`src/rtl/nanov_periph_pkg.sv`:
```
// Shared constants, UART state type and counter sizing helper for the nanoV
// store peripheral.
package nanov_periph_pkg;

  localparam logic [31:0] GPIO_ADDR_DEF = 32'h1000_0000;
  localparam logic [31:0] UART_ADDR_DEF = 32'h1000_0004;

  typedef enum logic [1:0] {
    UART_IDLE  = 2'd0,
    UART_START = 2'd1,
    UART_DATA  = 2'd2,
    UART_STOP  = 2'd3
  } uart_state_e;

  // Bits needed to hold CLK_DIV-1 in the bit timer.
  function automatic int unsigned div_cnt_width(input int unsigned div);
    return (div <= 2) ? 1 : $clog2(div);
  endfunction

endpackage

```
`src/rtl/nanov_uart_tx.sv`:
```
// 8N1 UART transmitter with a small byte FIFO in front of it.
module nanov_uart_tx
  import nanov_periph_pkg::*;
#(
  parameter int unsigned CLK_DIV    = 16,
  parameter int unsigned FIFO_DEPTH = 4
) (
  input  logic       clk,
  input  logic       rstn,
  input  logic       push,
  input  logic [7:0] push_byte,
  output logic       full,
  output logic       busy,
  output logic       tx
);

  localparam int unsigned AW = $clog2(FIFO_DEPTH);
  localparam int unsigned PW = AW + 1;
  localparam int unsigned TW = div_cnt_width(CLK_DIV);
  localparam logic [TW-1:0] TIMER_LOAD = TW'(CLK_DIV - 1);
  localparam logic [PW-1:0] DEPTH_P    = PW'(FIFO_DEPTH);

  logic [7:0]    mem_q [FIFO_DEPTH];
  logic [PW-1:0] wr_ptr_q, wr_ptr_d;
  logic [PW-1:0] rd_ptr_q, rd_ptr_d;
  uart_state_e   state_q, state_d;
  logic [TW-1:0] timer_q, timer_d;
  logic [2:0]    bit_cnt_q, bit_cnt_d;
  logic [7:0]    shift_q, shift_d;
  logic          tx_q, tx_d;
  logic          busy_q, busy_d;

  logic [PW-1:0] count;
  logic          empty;
  logic          push_ok;
  logic          pop;

  assign count   = wr_ptr_q - rd_ptr_q;
  assign empty   = (count == '0);
  assign full    = (count == DEPTH_P);
  assign push_ok = push && !full;

  always_comb begin
    state_d   = state_q;
    timer_d   = timer_q;
    bit_cnt_d = bit_cnt_q;
    shift_d   = shift_q;
    wr_ptr_d  = wr_ptr_q;
    rd_ptr_d  = rd_ptr_q;
    pop       = 1'b0;

    unique case (state_q)
      UART_IDLE: begin
        if (!empty) begin
          pop     = 1'b1;
          state_d = UART_START;
          timer_d = TIMER_LOAD;
        end
      end
      UART_START: begin
        if (timer_q == '0) begin
          state_d   = UART_DATA;
          timer_d   = TIMER_LOAD;
          bit_cnt_d = '0;
        end else begin
          timer_d = timer_q - 1'b1;
        end
      end
      UART_DATA: begin
        if (timer_q == '0) begin
          timer_d = TIMER_LOAD;
          if (bit_cnt_q == 3'd7) begin
            state_d = UART_STOP;
          end else begin
            bit_cnt_d = bit_cnt_q + 3'd1;
            shift_d   = shift_q >> 1;
          end
        end else begin
          timer_d = timer_q - 1'b1;
        end
      end
      UART_STOP: begin
        if (timer_q == '0) begin
          // Chain straight into the next start bit so queued frames abut.
          if (!empty) begin
            pop     = 1'b1;
            state_d = UART_START;
            timer_d = TIMER_LOAD;
          end else begin
            state_d = UART_IDLE;
          end
        end else begin
          timer_d = timer_q - 1'b1;
        end
      end
    endcase

    if (pop) begin
      shift_d  = mem_q[rd_ptr_q[AW-1:0]];
      rd_ptr_d = rd_ptr_q + 1'b1;
    end
    if (push_ok) begin
      wr_ptr_d = wr_ptr_q + 1'b1;
    end

    unique case (state_d)
      UART_START: tx_d = 1'b0;
      UART_DATA:  tx_d = shift_d[0];
      default:    tx_d = 1'b1;
    endcase

    busy_d = (wr_ptr_d != rd_ptr_d) || (state_d != UART_IDLE);
  end

  always_ff @(posedge clk) begin
    if (push_ok) begin
      mem_q[wr_ptr_q[AW-1:0]] <= push_byte;
    end
  end

  always_ff @(posedge clk or negedge rstn) begin
    if (!rstn) begin
      wr_ptr_q  <= '0;
      rd_ptr_q  <= '0;
      state_q   <= UART_IDLE;
      timer_q   <= '0;
      bit_cnt_q <= '0;
      shift_q   <= '0;
      tx_q      <= 1'b1;
      busy_q    <= 1'b0;
    end else begin
      wr_ptr_q  <= wr_ptr_d;
      rd_ptr_q  <= rd_ptr_d;
      state_q   <= state_d;
      timer_q   <= timer_d;
      bit_cnt_q <= bit_cnt_d;
      shift_q   <= shift_d;
      tx_q      <= tx_d;
      busy_q    <= busy_d;
    end
  end

  assign tx   = tx_q;
  assign busy = busy_q;

endmodule

```
`src/rtl/nanov_store_periph.sv`:
```
// Store-decoded peripheral behind the nanoV core: GPIO output register and
// UART transmitter, addressed by full 32-bit compare on the latched address.
module nanov_store_periph
  import nanov_periph_pkg::*;
#(
  parameter int unsigned CLK_DIV    = 16,
  parameter int unsigned FIFO_DEPTH = 4,
  parameter logic [31:0] GPIO_ADDR  = GPIO_ADDR_DEF,
  parameter logic [31:0] UART_ADDR  = UART_ADDR_DEF
) (
  input  logic        clk,
  input  logic        rstn,
  input  logic [31:0] data_out,
  input  logic        store_addr_out,
  input  logic        store_data_out,
  output logic [31:0] gpio_out,
  output logic        uart_tx,
  output logic        uart_busy,
  output logic        uart_overflow
);

  logic [31:0] addr_q, addr_d;
  logic        addr_valid_q, addr_valid_d;
  logic [31:0] gpio_q, gpio_d;
  logic        overflow_q, overflow_d;

  logic [31:0] wdata;
  logic        data_take;
  logic        uart_push;
  logic        uart_full;

  always_comb begin
    for (int unsigned i = 0; i < 32; i++) begin
      wdata[i] = data_out[31-i];
    end
  end

  // An address strobe in the same cycle masks the data strobe.
  assign data_take = store_data_out && !store_addr_out && addr_valid_q;
  assign uart_push = data_take && (addr_q == UART_ADDR);

  always_comb begin
    addr_d       = addr_q;
    addr_valid_d = addr_valid_q;
    gpio_d       = gpio_q;
    overflow_d   = overflow_q | (uart_push && uart_full);
    if (store_addr_out) begin
      addr_d       = data_out;
      addr_valid_d = 1'b1;
    end else if (data_take) begin
      addr_valid_d = 1'b0;
      if (addr_q == GPIO_ADDR) begin
        gpio_d = wdata;
      end
    end
  end

  always_ff @(posedge clk or negedge rstn) begin
    if (!rstn) begin
      addr_q       <= '0;
      addr_valid_q <= 1'b0;
      gpio_q       <= '0;
      overflow_q   <= 1'b0;
    end else begin
      addr_q       <= addr_d;
      addr_valid_q <= addr_valid_d;
      gpio_q       <= gpio_d;
      overflow_q   <= overflow_d;
    end
  end

  nanov_uart_tx #(
    .CLK_DIV   (CLK_DIV),
    .FIFO_DEPTH(FIFO_DEPTH)
  ) u_uart_tx (
    .clk      (clk),
    .rstn     (rstn),
    .push     (uart_push),
    .push_byte(wdata[7:0]),
    .full     (uart_full),
    .busy     (uart_busy),
    .tx       (uart_tx)
  );

  assign gpio_out      = gpio_q;
  assign uart_overflow = overflow_q;

endmodule

```
`config.mk`:
```
export PLATFORM = sky130hd
export DESIGN_NAME = nanov_store_periph
export DESIGN_NICKNAME = d
export VERILOG_FILES = /design/src/rtl/nanov_periph_pkg.sv /design/src/rtl/nanov_uart_tx.sv /design/src/rtl/nanov_store_periph.sv
export SDC_FILE = /design/constraint.sdc
export NUM_CORES = 1
export LEC_CHECK = 0
export BUFFER_PORTS_ARGS = -buffer_cell sky130_fd_sc_hd__buf_4
export CAP_MARGIN = 20
export CORE_ASPECT_RATIO = 0.7
export CORE_MARGIN = 2
export CORE_UTILIZATION = 50
export DETAILED_ROUTE_END_ITERATION = 6
export PLACE_DENSITY_LB_ADDON = 0.12
export SETUP_SLACK_MARGIN = 0.5
export SLEW_MARGIN = 20
export SYNTH_ARGS = -nofsm -noshare
export SYNTH_HDL_FRONTEND = slang
export SYNTH_SLANG_ARGS = --single-unit
```
`constraint.sdc`:
```
create_clock -name clk -period 3.7 [get_ports clk]
set_input_delay 0.185 -clock clk [delete_from_list [all_inputs] [get_ports clk]]
set_output_delay 0.185 -clock clk [all_outputs]
set_load 0.1 [all_outputs]
```
==> After elaboration in Yosys (flattened, before gate mapping) <==
Memories as Yosys holds them, arrays and structs flattened.
Index checks and enable logic that the tools add are counted.
{ "word_totals": {"wordCells": 84, "inputBits": 36, "ff_bits": 91, "mem_bits_rw": 32, "memories": 1, "out_inout_bits": 35} }
{ "mem_list": {"columns": ["memory", "words", "width", "read_ports", "rd_ports_with_merged_regs", "write_ports", "line", "source"], "rows": [
  ["u_uart_tx.mem_q", 4, 8, 1, 0, 1, "nanov_uart_tx.sv:23", "logic [7:0] mem_q [FIFO_DEPTH];"]
]} }
{ "op_classes": {"muxes": 29, "n_reduce_logical": 20, "add_sub_neg": 5, "bitwise_logic": 2, "eq_ne": 14} }
{ "ops": {"columns": ["cell", "count"], "rows": [
  ["32-bit by 29-bit equality test with 1-bit output (second input constant)", 2],
  ["8-bit two-way mux", 4],
  ["3-bit two-way mux", 5],
  ["4-bit two-way mux", 3],
  ["4-bit case mux with 3 select lines", 1],
  ["2-bit two-way mux", 5],
  ["2-bit nonzero test", 5],
  ["3-bit by 1-bit adder with 3-bit output (second input constant)", 3],
  ["2-bit case mux with 4 select lines", 1],
  ["1-bit two-way mux", 7],
  ["2-bit equality test (second input constant)", 3],
  ["3-bit equality test (second input constant)", 2],
  ["2-bit by 1-bit != test with 1-bit output (second input constant)", 3],
  ["3-bit case mux with 2 select lines", 1],
  ["3-bit AND reduction", 2],
  ["1-bit logical AND", 5],
  ["2-bit by 1-bit equality test with 1-bit output (second input constant)", 2],
  ["4-bit logical NOT", 1],
  ["1-bit case mux with 2 select lines", 2],
  ["4-bit AND reduction", 1],
  ["4-bit by 1-bit subtractor with 4-bit output (second input constant)", 1],
  ["3-bit logical NOT", 1],
  ["3-bit != test", 1],
  ["3-bit subtractor", 1],
  ["7 further kinds", 8]
]} }

==> Logic depth before layout (Yosys ltp) <==
{ "logic_depth": {"ltp_word": 8, "ltp_mapped": 9, "mapped_depth_nobuf": 8} }

==> Hierarchy <==
A second synthesis with hierarchy kept.
{ "unflattened": {"hier_cells": 348, "area_unflattened_um2": 5373.9} }
{ "modules_own_cells": {"columns": ["module", "area_per_inst_um2", "cells_per_inst", "n_inst", "seq_area_each_um2"], "rows": [
  ["nanov_uart_tx", 2692.6, 193, 1, 1587.8],
  ["nanov_store_periph", 2681.3, 155, 1, 1651.6]
]} }

==> Worst setup path after synthesis <==
OpenSTA, ideal clock, no wires.
{ "synth_path": {"path_kind": "reg2reg", "start": "reg u_uart_tx.rd_ptr_q[1]", "end": "reg u_uart_tx.busy_q (netlist: u_uart_tx.busy)", "path_stages_with_launch": 10, "synth_period_minus_slack_ns": 2.504, "arrival_time_ns": 2.371, "path_slack_ns": 1.196, "setup_ns": 0.133, "path_buffers": 2, "required_ns": 3.567, "cell_sequence": "dfrtp_1 > clkbuf_1 > inv_1 > ha_1 > and2_1 > buf_1 > a211oi_4 > mux2_4 > xnor2_1 > nand4b_1"} }
{ "synth_via": {"elab_chain_cells": 8} }
{ "synth_rtl": {"columns": ["element", "line", "source"], "rows": [
  ["start: declaration", "nanov_uart_tx.sv:25", "logic [PW-1:0] rd_ptr_q, rd_ptr_d;"],
  ["start signal: assignment", "nanov_uart_tx.sv:133", "rd_ptr_q <= rd_ptr_d;"],
  ["3-bit subtractor", "nanov_uart_tx.sv:38", "assign count = wr_ptr_q - rd_ptr_q;"],
  ["3-bit logical NOT", "nanov_uart_tx.sv:39", "assign empty = (count == '0);"],
  ["1-bit two-way mux", "nanov_uart_tx.sv:54, nanov_uart_tx.sv:85", null],
  ["1-bit two-way mux", "nanov_uart_tx.sv:83", "if (timer_q == '0) begin"],
  ["1-bit case mux with 2 select lines", "nanov_uart_tx.sv:52", "unique case (state_q)"],
  ["3-bit two-way mux (*)", "nanov_uart_tx.sv:98", "if (pop) begin"],
  ["via u_uart_tx.rd_ptr_d[1]", "nanov_uart_tx.sv:25", null],
  ["3-bit != test (*)", "nanov_uart_tx.sv:112", "busy_d = (wr_ptr_d != rd_ptr_d) || (state_d != UART_IDLE);"],
  ["1-bit logical OR (*)", "nanov_uart_tx.sv:112", null],
  ["via u_uart_tx.busy_d", "nanov_uart_tx.sv:31", "logic busy_q, busy_d;"],
  ["end signal: assignment", "nanov_uart_tx.sv:139", "busy_q <= busy_d;"],
  ["end: declaration", "nanov_uart_tx.sv:31", null]
]} }
Mark *: on every way through the listed nets, which the timed path passes. The rest lies on a longest branch.
A chain may end at the register's enable or synchronous reset.

==> Worst setup path in the final report <==
{ "layout_path": {"start": "reg u_uart_tx.timer_q[0]", "end": "reg u_uart_tx.tx_q (netlist: u_uart_tx.tx)"} }
{ "layout_via": {"elab_chain_cells": 5} }
{ "layout_rtl": {"columns": ["element", "line", "source"], "rows": [
  ["start: declaration", "nanov_uart_tx.sv:27", "logic [TW-1:0] timer_q, timer_d;"],
  ["start signal: assignment", "nanov_uart_tx.sv:135", "timer_q <= timer_d;"],
  ["4-bit logical NOT (*)", "nanov_uart_tx.sv:70, nanov_uart_tx.sv:83", null],
  ["1-bit two-way mux / 8-bit two-way mux (equally long branches)", "nanov_uart_tx.sv:83, nanov_uart_tx.sv:70", null],
  ["1-bit case mux with 2 select lines / 8-bit two-way mux (equally long branches)", "nanov_uart_tx.sv:52", null],
  ["8-bit two-way mux (*)", "nanov_uart_tx.sv:98", null],
  ["via u_uart_tx.shift_d[0]", "nanov_uart_tx.sv:29", "logic [7:0] shift_q, shift_d;"],
  ["1-bit case mux with 2 select lines (*)", "nanov_uart_tx.sv:106", "unique case (state_d)"],
  ["via u_uart_tx.tx_d", "nanov_uart_tx.sv:30", "logic tx_q, tx_d;"],
  ["end signal: assignment", "nanov_uart_tx.sv:138", "tx_q <= tx_d;"],
  ["end: declaration", "nanov_uart_tx.sv:30", null]
]} }
Mark *: on every way through the listed nets, which the timed path passes. The rest lies on a longest branch. The select of a mux whose other input is x is not followed.

==> metrics.md <==
| Metric | Value |
|---|---|
| Outcome | `complete, no violations` |
| Cell area after synthesis | `0.00526 sq mm` |
| First-pass GRT wire length | `16700 um` |
| Max H-tree Level | `4` |
| CP Launch Point | `u_uart_tx.timer_q[0]` |
| # IOs | `71` |
| IO buf count | `70` |
| Width of the die | `127 um` |
| Post-synthesis sequential area ratio | `61.5%` |
| Layout cells sized above 1 | `41.1%` |
| Final setup skew | `0.0125 ns` |
| Routed len/inst | `17.1 um` |
| Hold depth | `1` |
| Place WS | `1.06 ns` |
| Fill cells | `759` |
| Proportion of power drawn by flip-flops and latches | `47.9%` |
| Cts bufs inserted | `17` |
| Most used cell, CP | `mux2_2` |
| CP startpoint kind | `flip-flop` |
| Final period util | `73.3%` |
| Syn. warnings | `0` |
| Combinational Power Share | `3.9%` |
| Pwr/cell area | `463 mW/mm^2` |
| Final Util | `63.6%` |
| CP delay by family, top | `simple AND/OR/NAND/NOR gates` |
| Final Critical Period | `2.71 ns` |
| Capture point of the critical path | `u_uart_tx.tx` |
| Final setup fails | `0` |
| Setup ws final | `0.990 ns` |
| WP buf/inv | `1` |
| Predominant post-synthesis flop cell | `dfrtp_1` |
| Setup TNS | `0 ns` |
| FP Rows | `31` |
| Post-synthesis net count | `407` |
| CP Capture Type | `flip-flop` |
| CTS tree | `built` |
| Area Overhead vs Synth | `24.2%` |
| R2r startpoint | `u_uart_tx.timer_q[0]` |
| Routed vias | `3136` |
| CP max FO | `9` |
| Clock Pin Slew Worst Setup and Hold Paths | `0.05 ns` |
| CP max stage cell | `nor3b_2` |
| Ant. Diodes | `0` |
| Syn_area_per_cell | `14.8 sq um` |
| Gr usage total | `18.9%` |
| WP depth | `8` |
| Pwr Total | `3.03 mW` |
| Sw power | `0.647 mW` |
| Hold Buf Count CTS | `6` |
| Die Y | `89.8 um` |
| Clk root buf | `clkbuf_16` |
| Post-cts gate resize count | `0` |
| Post-CTS setup buffers | `0` |
| Die area | `0.0114 sq mm` |
| Reg-to-reg endpoint | `u_uart_tx.tx` |
| Max Root-Sink Buffers | `2` |
| Leak | `2.96 nW` |
| Initial Util | `51.2%` |
| HPWL Detailed | `6730 um` |
| Worst vdd ir | `0.334 mV` |
| Max Freq | `369 MHz` |
| Setup CP Type | `flip-flop to flip-flop` |
| EDFF count, synth | `32` |
| Drt drc | `0` |
| Cells along the critical path | `inv_1 > ha_1 > nor3b_2 > nand3b_1 > mux2_2 > mux2_2 > nor3b_1 > a21oi_1` |
| Grt ovf | `0` |
| RSZ-0062 raised after global routing | `false` |
| Routability congestion estimate | `0.824` |
| Num Clock Sinks | `123` |
| Switch share | `21.4%` |
| Largest net degree at the start of global routing | `70` |
| Arr. time, crit path | `3.02 ns` |
| Hold Crit Class | `input pin to flip-flop` |
| Post-Route WL | `10000 um` |
| Initial DRT Pass Iterations | `4` |
| Vias in the first global route | `3289` |
| Critical Path RT | `4.01 ns` |
| Nets@finish | `492` |
| Hold Fails Final Rpt | `0` |
| Critical Path Max Stage Delay | `0.49 ns` |
| Worst slew pin tran | `0.889 ns` |
| Worst r2r path cells | `8` |
| MaxCap Viol Count | `0` |
| Dominant cell type by area after synthesis | `dfrtp_1` |
| Starting DRT DRC Count | `135` |
| Final Max Tran Viols | `0` |
| Yosys reg bits | `123` |
| Internal | `2.38 mW` |
| Top cells by area, synth | `dfrtp_1 43%, edfxtp_1 18%, mux2_2 14%` |
| Clock power share | `48.2%` |
| DR vias/cell | `5.36` |
| Mapped Cells | `355` |
| Post-DRT Antenna Nets | `0` |
| Slew headroom | `40.7%` |
| Yosys cell types | `48` |
| Initial antenna violation count | `0` |
| R2R setup slack | `0.99 ns` |
| Core Box Area | `0.0103 sq mm` |
| Synth top area share | `42.8%` |
| Async SR Flop Fraction | `74.0%` |
| Clk_lat worst skew | `0.41 ns` |
[final cells by class]
class	count	area [sq um]	share of cell area (%)
Clock buffer	22	464	7.10
Clock inverter	10	66.3	1.01
Inverter	12	45.0	0.689
Multi-Input combinational cell	206	1930	29.5
Sequential cell	123	3240	49.5
Tap cell	132	165	2.53
Timing Repair Buffer	80	628	9.61
[worst min-delay path by stage]
stage,startpoint,end
floorplan,rstn,addr_q[0]
global placement,rstn,u_uart_tx.shift_q[7]
detailed placement,rstn,u_uart_tx.shift_q[5]
CTS,data_out[26],u_uart_tx.mem_q[2][5]
global route,data_out[26],u_uart_tx.mem_q[2][5]
finish,data_out[24],u_uart_tx.mem_q[2][7]
[kinds of logic (layout without fill, tap and decap cells)]
family	Yosys count	count (layout)	synth area share, %
adder cells (fa/ha/maj)	16	16	3.80
XOR/XNOR	10	10	2.21
AND/OR/NAND/NOR	56	56	5.80
AO/OA/AOI/OAI	42	42	5.54
buffers and inverters	26	124	1.95
multiplexers	82	82	19.2
flip-flops	123	123	61.5
[metrics by stage]
| step | cells | instance area (sq um) | hold WS [ns] |
|---|---|---|---|
| global placement | 547 | 5950 | 0.360 |
| finish | 585 | 6540 | 0.0150 |
| global route | 585 | 6540 | 0.00397 |
| CTS | 585 | 6540 | 0.000400 |
| floorplan | 355 | 5260 | -0.111 |
| detailed placement | 547 | 5950 | 0.367 |
[cell usage after synthesis (4+ instances only)]
cell and number:
a21oi_1 12, a22o_1 4, and2_1 5, buf_2 4, clkbuf_1 8, dfrtp_1 90
edfxtp_1 32, ha_1 16, inv_1 12, mux2_2 65, mux2i_1 7, mux4_2 8
nand2_1 16, nor2_1 9, nor3_1 4, nor4_1 6, o21ai_0 10, xnor2_1 6
[sequential cells by signal, indices dropped and copies added, names as in the netlist, 2 cells and up]
register / cells
u_uart_tx.bit_cnt_q: 3
u_uart_tx.shift_q: 8
addr_q: 32
u_uart_tx.timer_q: 4
gpio_out: 32
u_uart_tx.wr_ptr_q: 3
u_uart_tx.rd_ptr_q: 3
u_uart_tx.state_q: 2
u_uart_tx.mem_q: 32
[cell usage in the layout, fill, tap and decap left out, types with 6 or more instances in the layout]
cell            n
xnor2_1         6
inv_1          12
ha_1           16
edfxtp_1       32
a21oi_1        12
mux2_2         65
clkbuf_16      17
nor4_1          6
dfrtp_1        90
nor2_1          9
buf_4          73
mux4_2          8
mux2i_1         7
nand2_1        16
dlygate4sd3_1   6
o21ai_0        10
[power groups by stage]
| stage | sequential (mW) | clock [mW] | combinational (mW) |
|---|---|---|---|
| 6_report | 1.45 | 1.46 | 0.117 |
| 5_1_grt | 1.46 | 1.55 | 0.130 |
| 4_1_cts | 1.45 | 1.49 | 0.120 |
| 3_5_place_dp | 1.48 | 0 | 0.114 |
| 3_3_place_gp | 1.47 | 0 | 0.110 |
| 2_1_floorplan | 1.47 | 0 | 0.0476 |
[routing by layer]
| layer | track usage, % | share of wire (%) | vias to the layer above |
|---|---|---|---|
| met5 | 0 | 0 | - |
| met4 | 6.23 | 0.79 | 0 |
| met3 | 6.25 | 5.1 | 6 |
| met2 | 27.7 | 45 | 67 |
| met1 | 26.9 | 49 | 1580 |
| li1 | - | - | 1483 |
Power figures use the tool's default switching activity.
